### src/rtl/mem_model_pkg.sv
// Shared types and helpers for the latency-modelling memory responder.
// Provides the default response payload, the stall FSM state encoding and
// the address range check.
package mem_model_pkg;

    // Default data width of the package-level response payload.
    localparam int unsigned PKG_MEM_W = 32;

    // One response-pipeline entry.
    typedef struct packed {
        logic                 valid;
        logic                 err;
        logic [PKG_MEM_W-1:0] rdata;
    } resp_t;

    typedef enum logic {
        OPEN  = 1'b0,
        STALL = 1'b1
    } stall_state_e;

    // Address lies inside a power-of-two sized memory (upper bits all zero).
    function automatic logic in_range(input logic [63:0] addr, input logic [63:0] size);
        return addr < size;
    endfunction

endpackage

### src/rtl/mem_resp_delay.sv
// Fixed-depth response delay line with synchronous clear.
// Ports:
//   clk, rst  - clock and synchronous active-high clear
//   in_i      - entry loaded into stage 0 every cycle
//   out_o     - last stage (registered)
module mem_resp_delay
    import mem_model_pkg::*;
#(
    parameter int unsigned LATENCY   = 1,
    parameter type         resp_el_t = resp_t
) (
    input  logic     clk,
    input  logic     rst,
    input  resp_el_t in_i,
    output resp_el_t out_o
);

    resp_el_t stage_q [LATENCY];
    resp_el_t stage_d [LATENCY];

    // Shift one stage per cycle; stage 0 always takes the new entry.
    always_comb begin
        stage_d[0] = in_i;
        for (int unsigned i = 1; i < LATENCY; i++) begin
            stage_d[i] = stage_q[i-1];
        end
    end

    always_ff @(posedge clk) begin
        if (rst) begin
            for (int unsigned i = 0; i < LATENCY; i++) begin
                stage_q[i] <= '0;
            end
        end else begin
            stage_q <= stage_d;
        end
    end

    assign out_o = stage_q[LATENCY-1];

endmodule

### config.mk
export PLATFORM = sky130hd
export DESIGN_NAME = mem_resp_delay
export DESIGN_NICKNAME = d
export VERILOG_FILES = /design/src/rtl/mem_model_pkg.sv /design/src/rtl/mem_resp_delay.sv
export SDC_FILE = /design/constraint.sdc
export NUM_CORES = 1
export LEC_CHECK = 0
export CAP_MARGIN = 20
export CORE_MARGIN = 4
export CORE_UTILIZATION = 35
export DETAILED_ROUTE_END_ITERATION = 12
export HOLD_SLACK_MARGIN = 0.1
export PLACE_DENSITY = 0.91
export SYNTH_ARGS = -nofsm -noshare
export SYNTH_HDL_FRONTEND = slang
export SYNTH_SLANG_ARGS = --single-unit
### constraint.sdc
create_clock -name clk -period 0.82 [get_ports clk]
set_input_delay 0.246 -clock clk [delete_from_list [all_inputs] [get_ports clk]]
set_output_delay 0.246 -clock clk [all_outputs]
set_load 0.01 [all_outputs]
==> results of run 1 <==
## routing by layer
layer	vias to the layer above	global-route usage
met1	301	0.131
met3	5	0.0886
met5	-	0
li1	361	-
met4	0	0.0759
met2	48	0.227
## placed cells by master, fill, tap and decap left out
cell type	instances
bufinv_16	1
dfxtp_1	20
buf_2	20
clkbuf_4	5
dlygate4sd2_1	1
and2b_2	4
clkbuf_1	2
clkdlybuf4s50_1	34
buf_4	2
dfxtp_2	14
nor2b_1	30
buf_6	15
## cell families (layout without fill, tap and decap cells)
| group | after synthesis | count (layout) | share of synthesized area |
|---|---|---|---|
| and+or+nand+nor | 34 | 34 | 0.238 |
| DFF | 34 | 34 | 0.726 |
| buffers and inverters | 3 | 80 | 0.0360 |
## cell type report
cell class,instances,share of cell area
Sequential cell,34,0.419
Multi-Input combinational cell,34,0.134
Clock buffer,7,0.0270
Clock inverter,1,0.0180
Tap cell,30,0.0225
Timing Repair Buffer,72,0.380
## where the power goes
part / internal (mW) / switching (mW) / total [mW] / leakage, nW
sequential: 1.75 / 0.0282 / 1.77 / 0.287
clock: 0.647 / 0.518 / 1.16 / 0.0395
combinational: 0.295 / 0.141 / 0.436 / 0.420
## stage by stage
step | area [sq um] | utilization | power (mW) | setup TNS, ns | setup slack (ns)
after floorplan | 937 | - | 1.93 | 0 | 0.243
after global placement | 1650 | 0.656 | 2.27 | -20.94 | -0.397
after detailed placement | 1650 | 0.656 | 2.28 | -22.53 | -0.446
after CTS | 1610 | 0.639 | 3.39 | -7.36 | -0.229
after global routing | 1670 | 0.661 | 3.53 | -8.19 | -0.262
final | 1670 | 0.661 | 3.37 | -6.63 | -0.212
## what timing repair did
action | in CTS | in global routing
resized for setup | 151 | 15
setup endpoints to repair | 63 | 34
endpoints found under the hold margin | 0 | 0
pin swaps | 0 | 0
## worst paths after layout
path,start,endpoint,slack [ns],cells after the start
setup / recovery,out_o[3],out_o[3],-0.21,1
hold / removal,in_i[7],out_o[7],0.44,2
==> results.json, run 1 <==
{
  "violations": "negative setup slack",
  "io_pins": 70,
  "routed_wirelength_um": 2380,
  "top_layer_used": "met4",
  "antennaDiodeCount": 0,
  "hpwl_um": 1830,
  "crit_family": "flip-flops",
  "power_density_mw_per_mm2": 2020,
  "place_inst": 170,
  "yosysUniqueCellTypes": 4,
  "cp-start-kind": "flop",
  "final-setup-viol-count": 34,
  "final-hold-violation-count": 0,
  "post_drt_wl_per_cell_um": 13.3,
  "start_util": 0.372,
  "async_reset_ff_frac": 0,
  "slew_headroom": 0.844,
  "hold_ws_ns": 0.441,
  "grt.overflow.total": 0,
  "dr_wl_met2_um": 1140,
  "synthTopCellsByArea": "dfxtp_1 73%, nor2b_1 20%, and2b_2 3.7%",
  "cts.sink_count": 34,
  "dieArea_sq_mm": 0.00357,
  "crit_path_max_fanout": 1,
  "cts_buffers": 5,
  "peakVddDrop_v": 0.00147,
  "slew_violations": 0,
  "vias_per_cell": 4.02,
  "regArea_sq_um": 698,
  "maxCapViolCount": 0,
  "cp.required_ns": 0.57,
  "multi_input_comb_area_sq_um": 223,
  "nFillCells": 195,
  "first_global_vias": 690,
  "final_antenna_net_count": 0,
  "fin_cells": 178,
  "grt_max_degree": 15,
  "crit_type": "reg -> out",
  "max_slew.worst_pin.slew_ns": 0.233,
  "routabilityCongestion": 0.683,
  "end_kind": "output pin",
  "via_count": 715,
  "cp_slowest_cell": "dfxtp_2",
  "power_leakage_nw": 0.747,
  "yosysWarnings": 0,
  "synth.top_cell.area_share": 0.726,
  "ys_top_cells_by_count": "34 x dfxtp_1, 30 x nor2b_1, 4 x and2b_2, 3 x buf_6",
  "die_h_um": 59.7,
  "antenna_found_initial": 0,
  "first_iter_violations": 15,
  "setup_slack_ns": -0.212,
  "drive_gt1_frac": 0.412,
  "met3_length_um": 365,
  "synth-seq-area-share": 0.726,
  "cts-root-buf": "clkbuf_4",
  "synth-main-ff-cell": "dfxtp_1",
  "ctsHtreeMaxLevel": 2,
  "fmax_mhz": 969,
  "path_clk_slew_ns": 0.10,
  "syn-cell-area_sq_um": 937,
  "die-width_um": 59.7,
  "first_pass_iters": 3,
  "gr-usage-all-layers": 0.138,
  "finalCriticalPeriod_ns": 1.03,
  "worst_ep_arrival_time_ns": 0.79,
  "grt_pass1_wl_um": 3360,
  "synth_fp_nets": 107,
  "cts_tree": "done",
  "ys_ff_latch": 34,
  "synth-edff-count": 0,
  "row_count": 18,
  "path_buf_inv": 1,
  "synth_largest_area_cell": "dfxtp_1",
  "core_sq_mm": 0.00252,
  "largest_reg_flops": 34,
  "final.period_utilization": 1.26,
  "portBuffers": 69,
  "cts_hold_buffers": 0,
  "max_stage_delay_ns": 0.34,
  "post_cts_buffers": 0,
  "postSynthCellCount": 71,
  "nets": 183,
  "rsz0062_at_grt": "yes",
  "clockBufferDepth": 2,
  "drc_errors": 0,
  "avgSynthCellArea_sq_um": 13.2,
  "crit_chain": "buf_6",
  "area_delta_synth_final_pct": 77.8,
  "wl_met1_um": 824,
  "yosysMostFrequentCell": "dfxtp_1",
  "outcome": "finished with violations",
  "hold_class": "in -> reg"
}
Power figures use the tool's default switching activity.
==> inputs of run 2 (changes only) <==
PLACE_DENSITY = 0.83   (was 0.91)
==> results.json, run 2 (synthesized netlist as in run 1, its figures left out) <==
{
  "outcome": "finished with violations",
  "violations": "negative setup slack",
  "crit_family": "flip-flops",
  "first_iter_violations": 8,
  "fmax_mhz": 986,
  "via_count": 731,
  "drive_gt1_frac": 0.404,
  "first_global_vias": 757,
  "routed_wirelength_um": 2350,
  "multi_input_comb_area_sq_um": 223,
  "end_kind": "output pin",
  "antenna_found_initial": 0,
  "grt_pass1_wl_um": 3460,
  "pre_cts_ws_ns": -0.394,
  "io_pins": 70,
  "rsz0062_at_grt": "yes",
  "final.period_utilization": 1.24,
  "gr-usage-all-layers": 0.145,
  "crit_path_start": "out_o[26]",
  "grt.overflow.total": 0,
  "max_slew.worst_pin.slew_ns": 0.226,
  "cts_buffers": 5,
  "ctsHtreeMaxLevel": 2,
  "layout_commonest_cell": "clkdlybuf4s50_1",
  "power_density_mw_per_mm2": 1880,
  "cp.depth": 1,
  "path_buf_inv": 1,
  "area_delta_synth_final_pct": 73.4,
  "slew_headroom": 0.850,
  "cts_hold_buffers": 0,
  "nets": 183,
  "cts.sink_count": 34,
  "final_antenna_net_count": 0,
  "die_h_um": 59.7,
  "nFillCells": 197,
  "row_count": 18,
  "crit_path_max_fanout": 1,
  "final-setup-viol-count": 34,
  "post_cts_buffers": 0,
  "peakVddDrop_v": 0.00130,
  "crit_end": "out_o[26]",
  "first_pass_iters": 3,
  "crit_chain": "buf_6",
  "power_leakage_nw": 0.733,
  "grt_max_degree": 15,
  "cts-root-buf": "clkbuf_4",
  "die-width_um": 59.7,
  "post_drt_wl_per_cell_um": 13.3,
  "core_sq_mm": 0.00252,
  "final-hold-violation-count": 0,
  "maxCapViolCount": 0,
  "min-delay-start": "in_i[19]",
  "cts_tree": "done",
  "final_cell_mix": "34 x clkdlybuf4s50_1, 30 x nor2b_1, 23 x buf_2, 22 x dfxtp_1, 13 x buf_6",
  "start_util": 0.372,
  "clockBufferDepth": 2,
  "hold_class": "in -> reg",
  "antennaDiodeCount": 0,
  "setup_slack_ns": -0.194,
  "regArea_sq_um": 696,
  "portBuffers": 69,
  "crit_type": "reg -> out",
  "drc_errors": 0,
  "dieArea_sq_mm": 0.00357,
  "worst_ep_arrival_time_ns": 0.77,
  "vias_per_cell": 4.15,
  "finalCriticalPeriod_ns": 1.01,
  "max_stage_delay_ns": 0.33,
  "cp_slowest_cell": "dfxtp_2",
  "cp.required_ns": 0.57,
  "hpwl_um": 1910,
  "largest_reg_flops": 34,
  "routabilityCongestion": 0.632,
  "slew_violations": 0,
  "path_clk_slew_ns": 0.09,
  "total_power_mw": 3.05,
  "cp-start-kind": "flop"
}
## run 2: changes by cell type in the layout (fill, tap and decap cells not counted)
| cell | previous run | this run |
|---|---|---|
| clkbuf_8 | 0 | 1 |
| buf_6 | 15 | 13 |
| bufinv_16 | 1 | 0 |
| clkbuf_1 | 2 | 0 |
| dfxtp_2 | 14 | 12 |
| buf_2 | 20 | 23 |
| buf_4 | 2 | 1 |
| dfxtp_1 | 20 | 22 |
## run 2: area by class of cell
cell class,instances,share of cell area
flip-flops and latches,34,0.428
repair buffers,72,0.380
multi-input cells,34,0.137
clock buffers,6,0.0316
well taps,30,0.0231
## run 2: metal layers
metal / vias up / track usage / part of all wire
met3: 4 / 0.104 / 0.11
li1: 362 / - / -
met2: 35 / 0.276 / 0.59
met1: 330 / 0.0987 / 0.29
met5: - / 0 / 0
met4: 0 / 0.0728 / 0.0085
## run 2: what timing repair did
item | in CTS | in global routing
endpoints found under the setup margin | 64 | 34
resized for setup | 142 | 20
gates cloned | 1 | 0
endpoints found under the hold margin | 0 | 0
## run 2: how the worst min path moves through the flow
stage	endpoint	cells after the start
after global placement	out_o[26]	2
after detailed placement	out_o[3]	2
after CTS	out_o[3]	2
final	out_o[19]	2
after floorplan	out_o[0]	1
after global routing	out_o[3]	2
## run 2: power breakdown
part	switching (mW)	internal (mW)
Combinational	0.145	0.288
Clock	0.467	0.386
Sequential	0.0251	1.74
## run 2: through the flow
stage	cells	TNS [ns]	hold WS [ns]	cell area [sq um]	util
6_report	176	-6.12	0.464	1630	0.644
5_1_grt	176	-7.96	0.432	1630	0.644
4_1_cts	176	-6.92	0.449	1550	0.615
3_5_place_dp	169	-21.23	0.810	1650	0.653
3_3_place_gp	169	-19.84	0.804	1650	0.653
2_1_floorplan	71	0	0.374	937	-
==> inputs of run 3 (changes only) <==
GPL_ROUTABILITY_DRIVEN = 1   (was unset)
==> results of run 3 <==
Final layout, timing and power as in run 2 (identical DEF).
